**src/rtl/ram_arbiter_pkg.sv**
```systemverilog
// Shared types for the RAM port arbiter: RAM handshake states, arbiter FSM
// states and the machine word.
package ram_arbiter_pkg;

    typedef logic [31:0] word_t;

    typedef enum logic [1:0] {
        FREE   = 2'd0,
        BUSY   = 2'd1,
        ACCESS = 2'd2,
        ERROR  = 2'd3
    } ramstate_t;

    typedef enum logic {
        IDLE  = 1'b0,
        GRANT = 1'b1
    } arb_state_t;

endpackage

```
**src/rtl/ram_arbiter_if.sv**
```systemverilog
// Bundle of the requester-side and RAM-side signals around the arbiter.
// slave is the arbiter's view; master is the view of the caches plus RAM model.
interface ram_arbiter_if #(
    parameter int unsigned NREQ = 4
);
    import ram_arbiter_pkg::*;

    localparam int unsigned IW = $clog2(NREQ);

    logic [NREQ-1:0]   req_ren;
    logic [NREQ-1:0]   req_wen;
    logic [NREQ-1:0]   req_burst;
    word_t [NREQ-1:0]  req_addr;
    word_t [NREQ-1:0]  req_store;
    logic [NREQ-1:0]   req_wait;
    word_t             req_load;

    word_t             ramaddr;
    word_t             ramstore;
    logic              ramREN;
    logic              ramWEN;
    word_t             ramload;
    ramstate_t         ramstate;

    logic [IW-1:0]     grant_id;
    logic              busy;
    logic              err;
    logic [IW-1:0]     err_id;

    modport slave (
        input  req_ren, req_wen, req_burst, req_addr, req_store, ramload, ramstate,
        output req_wait, req_load, ramaddr, ramstore, ramREN, ramWEN,
               grant_id, busy, err, err_id
    );

    modport master (
        output req_ren, req_wen, req_burst, req_addr, req_store, ramload, ramstate,
        input  req_wait, req_load, ramaddr, ramstore, ramREN, ramWEN,
               grant_id, busy, err, err_id
    );

endinterface

```
**src/rtl/ram_arbiter_rr_picker.sv**
```systemverilog
// Round-robin picker: first set bit of active_i scanning ptr_i, ptr_i+1, ...
// modulo NREQ. Purely combinational so other bus arbiters can reuse it.
module ram_arbiter_rr_picker #(
    parameter  int unsigned NREQ = 4,
    localparam int unsigned IW   = $clog2(NREQ)
) (
    input  logic [NREQ-1:0] active_i,
    input  logic [IW-1:0]   ptr_i,
    output logic            found_o,
    output logic [IW-1:0]   index_o
);

    always_comb begin
        // NOTE: every output gets a default before the loop so no path leaves
        // it unassigned; otherwise synthesis would infer a latch.
        found_o = 1'b0;
        index_o = ptr_i;
        // Walk from the farthest offset down so the nearest active one wins.
        for (int k = int'(NREQ) - 1; k >= 0; k--) begin
            logic [IW-1:0] cand;
            cand = ptr_i + IW'(k);
            if (active_i[cand]) begin
                found_o = 1'b1;
                index_o = cand;
            end
        end
    end

endmodule

```
**src/rtl/ram_arbiter.sv**
```systemverilog
// Round-robin owner of the single RAM port shared by NREQ cache requesters.
// Holds the grant across 1- or 2-word bursts and flags RAM errors/timeouts.
module ram_arbiter
    import ram_arbiter_pkg::*;
#(
    parameter int unsigned NREQ    = 4,
    parameter int unsigned TIMEOUT = 64
) (
    input logic          CLK,
    input logic          RST,
    ram_arbiter_if.slave bus
);

    localparam int unsigned IW = $clog2(NREQ);
    localparam int unsigned WW = $clog2(TIMEOUT);

    arb_state_t     state_q;
    logic [IW-1:0]  grant_q;
    logic [IW-1:0]  rr_ptr_q;
    logic           beat_q;
    logic [WW-1:0]  wdog_q;
    logic           err_q;
    logic [IW-1:0]  err_id_q;

    logic [NREQ-1:0] active_d;
    logic            pick_found_d;
    logic [IW-1:0]   pick_idx_d;

    logic            owner_ren_d;
    logic            owner_wen_d;
    logic            owner_active_d;
    logic            live_d;
    logic            beat_done_d;
    logic            abort_d;
    logic [IW-1:0]   next_ptr_d;

    assign active_d = bus.req_ren | bus.req_wen;

    ram_arbiter_rr_picker #(
        .NREQ (NREQ)
    ) u_picker (
        .active_i (active_d),
        .ptr_i    (rr_ptr_q),
        .found_o  (pick_found_d),
        .index_o  (pick_idx_d)
    );

    // Decode of the current owner's request against the RAM handshake.
    always_comb begin
        owner_ren_d    = bus.req_ren[grant_q];
        owner_wen_d    = bus.req_wen[grant_q];
        owner_active_d = owner_ren_d | owner_wen_d;
        live_d         = (state_q == GRANT) && owner_active_d && !RST;
        beat_done_d    = live_d && (bus.ramstate == ACCESS);
        abort_d        = live_d && !beat_done_d &&
                         ((bus.ramstate == ERROR) || (wdog_q == WW'(TIMEOUT - 1)));
        next_ptr_d     = grant_q + IW'(1);
    end

    // RAM port and requester handshake follow the owner combinationally.
    always_comb begin
        bus.req_wait = '1;
        bus.req_load = '0;
        bus.ramaddr  = '0;
        bus.ramstore = '0;
        bus.ramREN   = 1'b0;
        bus.ramWEN   = 1'b0;
        if (live_d) begin
            bus.ramaddr  = bus.req_addr[grant_q];
            bus.ramstore = bus.req_store[grant_q];
            bus.ramWEN   = owner_wen_d;
            bus.ramREN   = owner_ren_d & ~owner_wen_d;
        end
        if (beat_done_d) begin
            bus.req_wait[grant_q] = 1'b0;
            bus.req_load          = bus.ramload;
        end
    end

    always_ff @(posedge CLK) begin
        // NOTE: state registers use non-blocking assignments so every flop
        // samples the pre-edge values regardless of statement order.
        if (RST) begin
            state_q  <= IDLE;
            grant_q  <= '0;
            rr_ptr_q <= '0;
            beat_q   <= 1'b0;
            wdog_q   <= '0;
            err_q    <= 1'b0;
            err_id_q <= '0;
        end else begin
            err_q <= 1'b0;
            case (state_q)
                IDLE: begin
                    if (pick_found_d) begin
                        grant_q <= pick_idx_d;
                        beat_q  <= 1'b0;
                        wdog_q  <= '0;
                        state_q <= GRANT;
                    end
                end
                GRANT: begin
                    if (!owner_active_d) begin
                        state_q  <= IDLE;
                        rr_ptr_q <= next_ptr_d;
                    end else if (beat_done_d) begin
                        wdog_q <= '0;
                        if (bus.req_burst[grant_q] && !beat_q) begin
                            beat_q <= 1'b1;
                        end else begin
                            state_q  <= IDLE;
                            rr_ptr_q <= next_ptr_d;
                        end
                    end else if (abort_d) begin
                        err_q    <= 1'b1;
                        err_id_q <= grant_q;
                        state_q  <= IDLE;
                        rr_ptr_q <= next_ptr_d;
                    end else begin
                        wdog_q <= wdog_q + WW'(1);
                    end
                end
                default: state_q <= IDLE;
            endcase
        end
    end

    assign bus.grant_id = grant_q;
    assign bus.busy     = (state_q == GRANT);
    assign bus.err      = err_q;
    assign bus.err_id   = err_id_q;

endmodule
```
**src/flat_wrapper.sv**
```systemverilog
// flat-port wrapper written by rule: the top's interface ports become plain ports
module ram_arbiter_flat import ram_arbiter_pkg::*;
#(
    parameter int unsigned NREQ    = 4,
    parameter int unsigned TIMEOUT = 64
)
  (CLK, RST, bus_req_ren, bus_req_wen, bus_req_burst, bus_req_addr, bus_req_store, bus_ramload, bus_ramstate, bus_req_wait, bus_req_load, bus_ramaddr, bus_ramstore, bus_ramREN, bus_ramWEN, bus_grant_id, bus_busy, bus_err, bus_err_id);
  ram_arbiter_if #(.NREQ(NREQ)) bus_i ();
  input logic CLK;
  input logic RST;
  input wire logic [$bits(bus_i.req_ren)-1:0] bus_req_ren;
  input wire logic [$bits(bus_i.req_wen)-1:0] bus_req_wen;
  input wire logic [$bits(bus_i.req_burst)-1:0] bus_req_burst;
  input wire logic [$bits(bus_i.req_addr)-1:0] bus_req_addr;
  input wire logic [$bits(bus_i.req_store)-1:0] bus_req_store;
  input wire logic [$bits(bus_i.ramload)-1:0] bus_ramload;
  input wire logic [$bits(bus_i.ramstate)-1:0] bus_ramstate;
  output wire logic [$bits(bus_i.req_wait)-1:0] bus_req_wait;
  output wire logic [$bits(bus_i.req_load)-1:0] bus_req_load;
  output wire logic [$bits(bus_i.ramaddr)-1:0] bus_ramaddr;
  output wire logic [$bits(bus_i.ramstore)-1:0] bus_ramstore;
  output wire logic [$bits(bus_i.ramREN)-1:0] bus_ramREN;
  output wire logic [$bits(bus_i.ramWEN)-1:0] bus_ramWEN;
  output wire logic [$bits(bus_i.grant_id)-1:0] bus_grant_id;
  output wire logic [$bits(bus_i.busy)-1:0] bus_busy;
  output wire logic [$bits(bus_i.err)-1:0] bus_err;
  output wire logic [$bits(bus_i.err_id)-1:0] bus_err_id;
  assign bus_i.req_ren = bus_req_ren;
  assign bus_i.req_wen = bus_req_wen;
  assign bus_i.req_burst = bus_req_burst;
  assign bus_i.req_addr = bus_req_addr;
  assign bus_i.req_store = bus_req_store;
  assign bus_i.ramload = bus_ramload;
  assign bus_i.ramstate = bus_ramstate;
  assign bus_req_wait = bus_i.req_wait;
  assign bus_req_load = bus_i.req_load;
  assign bus_ramaddr = bus_i.ramaddr;
  assign bus_ramstore = bus_i.ramstore;
  assign bus_ramREN = bus_i.ramREN;
  assign bus_ramWEN = bus_i.ramWEN;
  assign bus_grant_id = bus_i.grant_id;
  assign bus_busy = bus_i.busy;
  assign bus_err = bus_i.err;
  assign bus_err_id = bus_i.err_id;
  ram_arbiter #(.NREQ(NREQ), .TIMEOUT(TIMEOUT)) u_core (.CLK(CLK), .RST(RST), .bus(bus_i));
endmodule
```
**config.mk**
```make
export PLATFORM = sky130hd
export DESIGN_NAME = ram_arbiter_flat
export DESIGN_NICKNAME = d
export VERILOG_FILES = /design/src/rtl/ram_arbiter_pkg.sv /design/src/rtl/ram_arbiter_if.sv /design/src/rtl/ram_arbiter_rr_picker.sv /design/src/rtl/ram_arbiter.sv /design/src/flat_wrapper.sv
export SDC_FILE = /design/constraint.sdc
export NUM_CORES = 1
export LEC_CHECK = 0
export BUFFER_PORTS_ARGS = -buffer_cell sky130_fd_sc_hd__buf_2
export CORE_AREA = 4 4 158 160
export CTS_CLUSTER_SIZE = 28
export DETAILED_ROUTE_END_ITERATION = 12
export DIE_AREA = 0 0 162 164
export GPL_ROUTABILITY_DRIVEN = 0
export SYNTH_ARGS = -nofsm -noshare
export SYNTH_HDL_FRONTEND = slang
export SYNTH_SLANG_ARGS = --single-unit
```
**constraint.sdc**
```tcl
create_clock -name CLK -period 4.9 [get_ports CLK]
set_clock_uncertainty 0.2 [all_clocks]
set_input_delay 0.98 -clock CLK [delete_from_list [all_inputs] [get_ports CLK]]
set_output_delay 0.98 -clock CLK [all_outputs]
set_load 0.01 [all_outputs]
```
==> Word-level counts from Yosys, hierarchy flattened <==
Cells that the tools add are included.
{ "totals": {"reg_bits": 15} }
{ "classes": {"add_sub_neg": 5, "n_lt_le_gt_ge": 6, "eq_ne": 10, "n_mux": 55, "bitwise_logic": 8, "n_reduce_logical": 17} }
{ "ops": {"columns": ["op", "count"], "rows": [
  ["32-bit 2-to-1 mux", 5],
  ["32-bit binary-select mux with 2-bit select", 2],
  ["1-bit 2-to-1 mux", 24],
  ["6-bit 2-to-1 mux", 4],
  ["2-bit 2-to-1 mux", 8],
  ["2-bit by 3-bit < comparator with 1-bit output, second input constant", 5],
  ["1-bit binary-select mux with 2-bit select", 7],
  ["6-bit one-hot mux with 2 select lines", 1],
  ["3-bit != test, second input constant", 3],
  ["4-bit AND reduction", 2],
  ["1-bit logical AND", 7],
  ["6-bit by 1-bit adder with 6-bit output, second input constant", 1],
  ["6-bit == test, second input constant", 1],
  ["2-bit != test, second input constant", 3],
  ["3-bit AND reduction", 2],
  ["2-bit by 1-bit adder with 2-bit output, second input constant", 2],
  ["2-bit adder, second input constant", 2],
  ["2-bit == test, second input constant", 2],
  ["4-bit 2-to-1 mux", 1],
  ["1-bit inverter", 4],
  ["4-bit inverter", 1],
  ["4-bit bitwise OR", 1],
  ["1-bit one-hot mux with 2 select lines", 2],
  ["4-bit OR reduction", 1],
  ["other kinds (8)", 10]
]} }

==> Depth between registers and ports, before layout <==
Gate-level depths: netlist (run 1).
{ "depth": {"word_depth": 13, "mapped_depth": 7, "depth_no_buf": 5} }

==> Hierarchy <==
From an unflattened synthesis (run 1), not the netlist that was laid out.
{ "hier_totals": {"hier_cells": 301, "area_unflattened_um2": 3118.0} }
{ "modules_own_cells": {"columns": ["mod", "instances", "cells_per_inst", "area_each_um2", "seq_area_each_um2"], "rows": [
  ["ram_arbiter", 1, 285, 3017.9, 300.3],
  ["ram_arbiter_rr_picker", 1, 16, 100.1, 0.0]
]} }

==> Worst setup path before layout (run 1) <==
Ideal clock, no wire load.
{ "synth_path": {"path_type": "input to output", "startpoint": "input port bus_req_wen[3]", "endpoint": "output port bus_ramaddr[25]", "arrival_time_ns": 2.341, "t_required_ns": 3.720, "path_slack_ns": 1.379, "stages": 6, "n_path_buf": 2, "cell_sequence": "mux4_2 > o21ai_1 > or2_2 > buf_2 > buf_2 > nor2b_1"} }
{ "synth_between": {"elab_chain_len": 6} }
{ "synth_lines": {"columns": ["element", "line_no", "text"], "rows": [
  ["from (decl)", "flat_wrapper.sv:12", "input wire logic [$bits(bus_i.req_wen)-1:0] bus_req_wen;"],
  ["1-bit binary-select mux with 2-bit select", "ram_arbiter.sv:51", "owner_wen_d = bus.req_wen[grant_q];"],
  ["1-bit 2-to-1 mux (implied by the code)", "ram_arbiter.sv:51", null],
  ["1-bit bitwise OR", "ram_arbiter.sv:52", "owner_active_d = owner_ren_d | owner_wen_d;"],
  ["1-bit logical AND (2 in a row)", "ram_arbiter.sv:53", "live_d = (state_q == GRANT) && owner_active_d && !RST;"],
  ["32-bit 2-to-1 mux", "ram_arbiter.sv:68", "if (live_d) begin"],
  ["to (decl)", "flat_wrapper.sv:20", "output wire logic [$bits(bus_i.ramaddr)-1:0] bus_ramaddr;"]
]} }
Every way passes these cells. The select of a mux whose other input is x is not followed.

==> Worst setup path in the final report (run 1) <==
{ "layout_path": {"startpoint": "input port bus_req_wen[3]", "endpoint": "output port bus_ramstore[26]"} }
{ "layout_between": {"elab_chain_len": 6} }
{ "layout_lines": {"columns": ["element", "line_no", "text"], "rows": [
  ["1-bit binary-select mux with 2-bit select", "ram_arbiter.sv:51", null],
  ["1-bit 2-to-1 mux (implied by the code)", "ram_arbiter.sv:51", null],
  ["1-bit bitwise OR", "ram_arbiter.sv:52", null],
  ["1-bit logical AND (2 in a row)", "ram_arbiter.sv:53", null],
  ["32-bit 2-to-1 mux", "ram_arbiter.sv:68", null],
  ["to (decl)", "flat_wrapper.sv:21", "output wire logic [$bits(bus_i.ramstore)-1:0] bus_ramstore;"]
]} }
Every way passes these cells. The select of a mux whose other input is x is not followed.

==> out/qor.yml, run 1 <==
hold_viol_final: 0
finalSetupViolations: 0
min_from: "u_core.wdog_q[5]"
synthToLayoutAreaGrowth_pct: 77.68
cts_resized: 0
routedWlPerCell_um: 17.58
grt_pass1_wl_um: 24470
cts.path.max_buffers: 2
grt_max_degree: 67
ant_nets: 0
tns_ps: 0
first_pass_iters: 4
cp_max_fo: 40
avgSynthCellArea_um2: 10.41
critPathMaxStageDelay_ps: 530
htreeDepth: 1
hold_slack_ps: 287.7
maxCapViolCount: 0
cp_cell_sequence: "buf_2, mux4_2, o21ai_1, buf_4, or2_2, buf_4, nor2b_1, buf_2"
core-area_um2: 23400
layout-drive-gt1-share_pct: 71.72
grt_usage_pct: 11.78
cts.sink_count: 15
r2r_cells: 4
outcome: "completed"
routed_wl_um: 17810
antenna_found_initial: 8
synthCells: 303
dp_hpwl_um: 15480
hp-class: "reg2reg"
chipHeight_um: 164
min_period_ps: 4016
synth-warning-count: 0
maxSlewViolCount: 0
insertion_delay_ps: 240
p_leak_uw: 0.002695
row_count: 56
die_area_um2: 26570
dr.first_iter.drc_count: 206
crit_arrival_ps: 2840
grt_pass1_vias: 4308
viasPerCell: 4.192
cp.required_ps: 3720
ys_ff_latch: 15
max_freq_mhz: 249.0
numCtsBuffers: 3
criticalPathCategory: "in2out"
cp-start-kind: "input pin"
clk_pin_slew_worst_paths_ps: 50
r2r_start: "u_core.bus.grant_id[0]"
worst_slack_ps: 884.3
end_kind: "output port"
synth_nets: 612
globalRouteOverflowTotal: 0
die_w_um: 162
r2r_end: "u_core.wdog_q[3]"
placed_area_um2: 5525
yosysUniqueCellTypes: 42
cts_tree: "done"
ys_seq_area_share_pct: 9.516
cp_slowest_cell: "mux4_2"
finalCoreUtilization_pct: 23.96
cp_top_family: "buffers and inverters"
relSlewSlack_pct: 28.53
vias: 4246
start_util_pct: 13.48
postCtsSetupRepairBufs: 0
cts-root-buf: "clkbuf_16"
hold_path_depth: 2
port_buffers: 411
worst_pin_slew_ps: 1072
ff2ff_setup_slack_ps: 1940
pin_count: 412
power_density_nw_per_um2: 134.6
crit_buf_inv: 4
drc: 0
place_ws_ps: 807.7
holdPathEnd: "u_core.wdog_q[5]"
rsz0062_at_grt: "no"
fin_nets: 1003
peakVddDrop_mv: 0.09869
final_cell_area_um2: 5607
ctsHoldBuffers: 0
post-route-period-util_pct: 81.95
syn_area_um2: 3156
how the worst max path moves through the flow:
stage / from / to / slack, ps / cells after the start
2_1_floorplan: bus_req_wen[3] / bus_ramaddr[25] / 1380 / 6
5_1_grt: bus_req_wen[3] / bus_ramstore[26] / 670 / 8
3_5_place_dp: bus_req_wen[3] / bus_ramstore[26] / 810 / 8
6_report: bus_req_wen[3] / bus_ramstore[26] / 880 / 8
4_1_cts: bus_req_wen[3] / bus_ramstore[26] / 810 / 8
3_3_place_gp: bus_req_wen[3] / bus_ramstore[26] / 870 / 8
metrics by stage:
step,std cells,power (µW)
2_1_floorplan,303,393.3
3_3_place_gp,1008,596.1
3_5_place_dp,1008,603.6
4_1_cts,1012,765.1
5_1_grt,1012,807.1
6_report,1013,754.6
cell families (layout without fill, tap and decap cells):
family / after synthesis / after routing / synth area share (%)
AOI/OAI and AO/OA: 33 / 33 / 7.336
adders and majority gates: 5 / 5 / 1.983
buffers and inverters: 37 / 427 / 5.115
DFF: 15 / 15 / 9.516
muxes: 70 / 70 / 48.81
other: 0 / 1 / 0
and+or+nand+nor: 143 / 143 / 27.24
registers in the layout, summed over array words and instances (netlist names):
signal,flops
u_core.bus.err,1
u_core.bus.grant_id,2
u_core.wdog_q,6
u_core.rr_ptr_q,2
u_core.bus.busy,1
u_core.bus.err_id,2
u_core.beat_q,1
where the power goes:
part	internal [µW]	total, µW	switching [µW]
sequential	127	142	15.5
combinational	267	453	187
clock	110	159	48.8
total	504	755	251
worst reg2reg max path, stage by stage (launching register included):
cell      delay [ps]
dfxtp_4          680
mux4_2           630
o2111a_1         670
or3_4            580
a21oi_1          130
cells in the mapped netlist:
| master | instances | area share (%) |
|---|---|---|
| buf_1 | 1 | 0.12 |
| or4b_2 | 1 | 0.32 |
| or3_4 | 1 | 0.36 |
| nor2_1 | 12 | 1.4 |
| buf_2 | 9 | 1.4 |
| o2111a_1 | 1 | 0.36 |
| o21ai_1 | 1 | 0.16 |
| nor4_1 | 1 | 0.20 |
| buf_4 | 1 | 0.24 |
| o21bai_1 | 1 | 0.24 |
| inv_1 | 6 | 0.71 |
| and2_1 | 33 | 6.5 |
| nand4bb_1 | 1 | 0.36 |
| o31ai_1 | 4 | 0.95 |
| nor3_1 | 3 | 0.48 |
| o311a_1 | 1 | 0.32 |
| a221o_1 | 1 | 0.32 |
| o41ai_1 | 3 | 0.83 |
| a211o_1 | 1 | 0.28 |
| a31oi_1 | 1 | 0.20 |
| o21ba_2 | 1 | 0.32 |
| or2_2 | 3 | 0.59 |
| nor2b_1 | 67 | 13 |
| mux4_2 | 67 | 48 |
| or3b_2 | 1 | 0.28 |
| or3_1 | 1 | 0.20 |
| ha_1 | 5 | 2.0 |
| dfxtp_1 | 15 | 9.5 |
| o221ai_1 | 2 | 0.56 |
| buf_6 | 1 | 0.36 |
| clkbuf_1 | 19 | 2.3 |
| a21oi_1 | 9 | 1.4 |
| nand2_1 | 7 | 0.83 |
| nand3_1 | 4 | 0.63 |
| nand2b_1 | 4 | 0.79 |
| o22ai_1 | 1 | 0.20 |
| o31a_1 | 2 | 0.56 |
| mux2_2 | 1 | 0.36 |
| o21ai_0 | 4 | 0.63 |
| or4_1 | 3 | 0.71 |
| nor3b_1 | 1 | 0.24 |
| mux2i_1 | 2 | 0.63 |
per-layer routing:
metal  global-route usage (%)  vias up  wire length [µm]
li1                         -     1949                 -
met1                    14.53     1983              6522
met2                    20.28      278              8909
met3                    4.216       24              2059
met4                    1.769       12               242
met5                        0        -                72
cells in the final DEF, fill, tap and decap left out, drive strengths merged:
cell | netlist | final
a31oi | 1 | 1
nor3b | 1 | 1
o2111a | 1 | 1
or3b | 1 | 1
inv | 6 | 6
o21ai | 5 | 5
or2 | 3 | 3
buf | 12 | 417
and2 | 33 | 33
o21bai | 1 | 1
mux4 | 67 | 67
mux2i | 2 | 2
mux2 | 1 | 1
a21oi | 9 | 9
or4 | 3 | 3
diode | 0 | 1
o311a | 1 | 1
nand3 | 4 | 4
nor2b | 67 | 67
o31a | 2 | 2
nor4 | 1 | 1
nor3 | 3 | 3
a221o | 1 | 1
ha | 5 | 5
nor2 | 12 | 12
nand2b | 4 | 4
o22ai | 1 | 1
dfxtp | 15 | 15
o41ai | 3 | 3
o221ai | 2 | 2
a211o | 1 | 1
o31ai | 4 | 4
or4b | 1 | 1
nand4bb | 1 | 1
clkbuf | 19 | 4
o21ba | 1 | 1
nand2 | 7 | 7
or3 | 2 | 2
cell type report:
type	count	area, µm²
fillers	2649	17800
inverters	6	22.52
diodes	1	2.502
multi-input cells	251	2694
clock buffers	4	78.83
repair buffers	417	2102
well taps	319	399.1
flip-flops and latches	15	307.8
(Power assumes the default switching activity.)
==> run 2: changes to the inputs <==
Clock period 4.9 ns to 3.7 ns, I/O delays scaled along.
==> run 2 against run 1 <==
Effect of this change: largest power group unchanged; combinational power up 37%; count of clock-buffer cells in the layout unchanged; highest routed layer unchanged; worst setup slack worse by 420 ps; die area unchanged; critical path depth down 2; sequential share of layout area about the same; flip-flop and latch count unchanged; utilization up 0.21 points; non-clock buffer count up 2; sequential power up 24%; register-to-register slack worse by 880 ps.
==> out/qor.yml, run 2 (synthesis gave the netlist of run 1 again) <==
max_freq_mhz: 309.0
crit_buf_inv: 3  # -1
globalRouteOverflowTotal: 0  # unchanged
port_buffers: 411  # unchanged
cp_top_family: "multiplexers"
r2r_start: "u_core.bus.grant_id[0]"
setup.worst_path.end: "bus_req_load[20]"
cp_slowest_cell: "mux4_2"
peakVddDrop_mv: 0.1379  # +40%
cts.path.max_buffers: 2  # unchanged
grt_pass1_wl_um: 23920  # -2.2%
htreeDepth: 1  # unchanged
min_period_ps: 3237
postCtsSetupRepairBufs: 0  # unchanged
outcome: "completed"
ff2ff_setup_slack_ps: 1060  # -880 ps
cts_tree: "done"
cp.required_ps: 2760  # -960 ps
largest-register: "u_core.wdog_q"
cp_max_fo: 32  # -20%
routedWlPerCell_um: 17.33  # -1.4%
r2r_cells: 5  # +1
worst_pin_slew_ps: 746.8  # -325.2 ps
core-area_um2: 23400  # unchanged
critPathMaxStageDelay_ps: 520  # about the same
p_leak_uw: 0.002720  # +0.95%
drc: 0  # unchanged
row_count: 56  # unchanged
power_density_nw_per_um2: 178.2  # +32%
cp-start-kind: "input pin"
cp_cell_sequence: "buf_2, mux4_2, o2111a_1, buf_12, and2_1, buf_2"
crit_arrival_ps: 2300  # -540 ps
vias: 4280  # +0.80%
insertion_delay_ps: 240  # about the same
die_w_um: 162  # unchanged
largest_register_ffs: 6  # unchanged
final_cell_mix: "buf_2 (411), mux4_2 (67), nor2b_1 (67)"
hold_path_depth: 2  # unchanged
ant_nets: 0  # unchanged
final_common_cell: "buf_2"
finalSetupViolations: 0  # unchanged
end_kind: "output port"
dr.first_iter.drc_count: 153  # -26%
cts.sink_count: 15  # unchanged
start_util_pct: 13.48  # unchanged
crit_top_cell: "buf_2"
hp-class: "reg2reg"
num_antenna_cells: 0  # -1
tns_ps: 0  # unchanged
grt_usage_pct: 11.49  # -0.29 points
grt_max_degree: 45  # -33%
cts_resized: 0  # unchanged
relSlewSlack_pct: 50.21  # +22 points
pin_count: 412  # unchanged
antenna_found_initial: 11  # +3
routed_wl_um: 17580  # -1.3%
dp_hpwl_um: 15490  # about the same
post-route-period-util_pct: 87.47
r2r_end: "u_core.rr_ptr_q[0]"
criticalPathCategory: "in2out"
numCtsBuffers: 3  # unchanged
hold_viol_final: 0  # unchanged
chipHeight_um: 164  # unchanged
layout-drive-gt1-share_pct: 71.80  # +0.081 points
maxCapViolCount: 0  # unchanged
rsz0062_at_grt: "no"
crit_path_start: "bus_req_wen[3]"
finalCoreUtilization_pct: 24.17  # +0.21 points
first_pass_iters: 5  # +1
synthToLayoutAreaGrowth_pct: 79.26
ctsHoldBuffers: 0  # unchanged
maxSlewViolCount: 0  # unchanged
critical_path_cell_count: 6  # -2
die_area_um2: 26570  # unchanged
cts-root-buf: "clkbuf_16"
fin_nets: 1005  # +0.20%
grt_pass1_vias: 4290  # -0.42%
clk_pin_slew_worst_paths_ps: 50  # about the same
viasPerCell: 4.221  # +0.70%
==> run 2: worst min path at each step <==
stage	to	slack [ps]	start
after global routing	u_core.wdog_q[3]	320	u_core.wdog_q[3]
after detailed placement	u_core.wdog_q[4]	280	u_core.wdog_q[4]
after CTS	u_core.wdog_q[4]	290	u_core.wdog_q[4]
after floorplan	u_core.wdog_q[4]	250	u_core.wdog_q[4]
final	u_core.wdog_q[4]	290	u_core.wdog_q[4]
after global placement	u_core.wdog_q[4]	270	u_core.wdog_q[4]
==> run 2: worst register-to-register path: cells and delay by family, from the launching register on <==
family | cells | cell delay (ps)
compound gates | 2 | 440
buf+inv | 1 | 480
flops | 1 | 360
mux | 2 | 1050
==> run 2: per-stage QoR <==
| step | setup slack [ps] | cells | total power [µW] | instance area (µm²) | hold slack [ps] |
|---|---|---|---|---|---|
| floorplan | 658.8 | 303 | 520.8 | 3156 | 249.0 |
| global placement | 488.5 | 1010 | 796.4 | 5578 | 270.9 |
| detailed placement | 465.5 | 1010 | 802.7 | 5578 | 279.3 |
| CTS | 459.3 | 1014 | 1018 | 5657 | 285.9 |
| global route | 378.3 | 1014 | 1070 | 5657 | 317.5 |
| finish | 463.5 | 1014 | 1008 | 5657 | 288.0 |
==> run 2: report_power, final <==
group	internal, µW	switching [µW]
Sequential	168	8.16
Clock	146	66.4
Combinational	358	261
==> run 2: per-layer routing <==
layer  vias to the layer above  track usage (%)  routed length (µm)
met2                       297            19.63                8643
met4                        22            1.461                 210
met1                      1983            13.44                6180
met3                        32            5.671                2384
met5                         -                0                 158
li1                       1946                -                   -
==> run 2: area by class of cell <==
type	count	area (µm²)
fill	2624	17750
sequential	15	307.8
clock buffer	4	78.83
inverter	6	22.52
multi-input combinational	251	2694
tap	319	399.1
timing repair buffer	419	2155
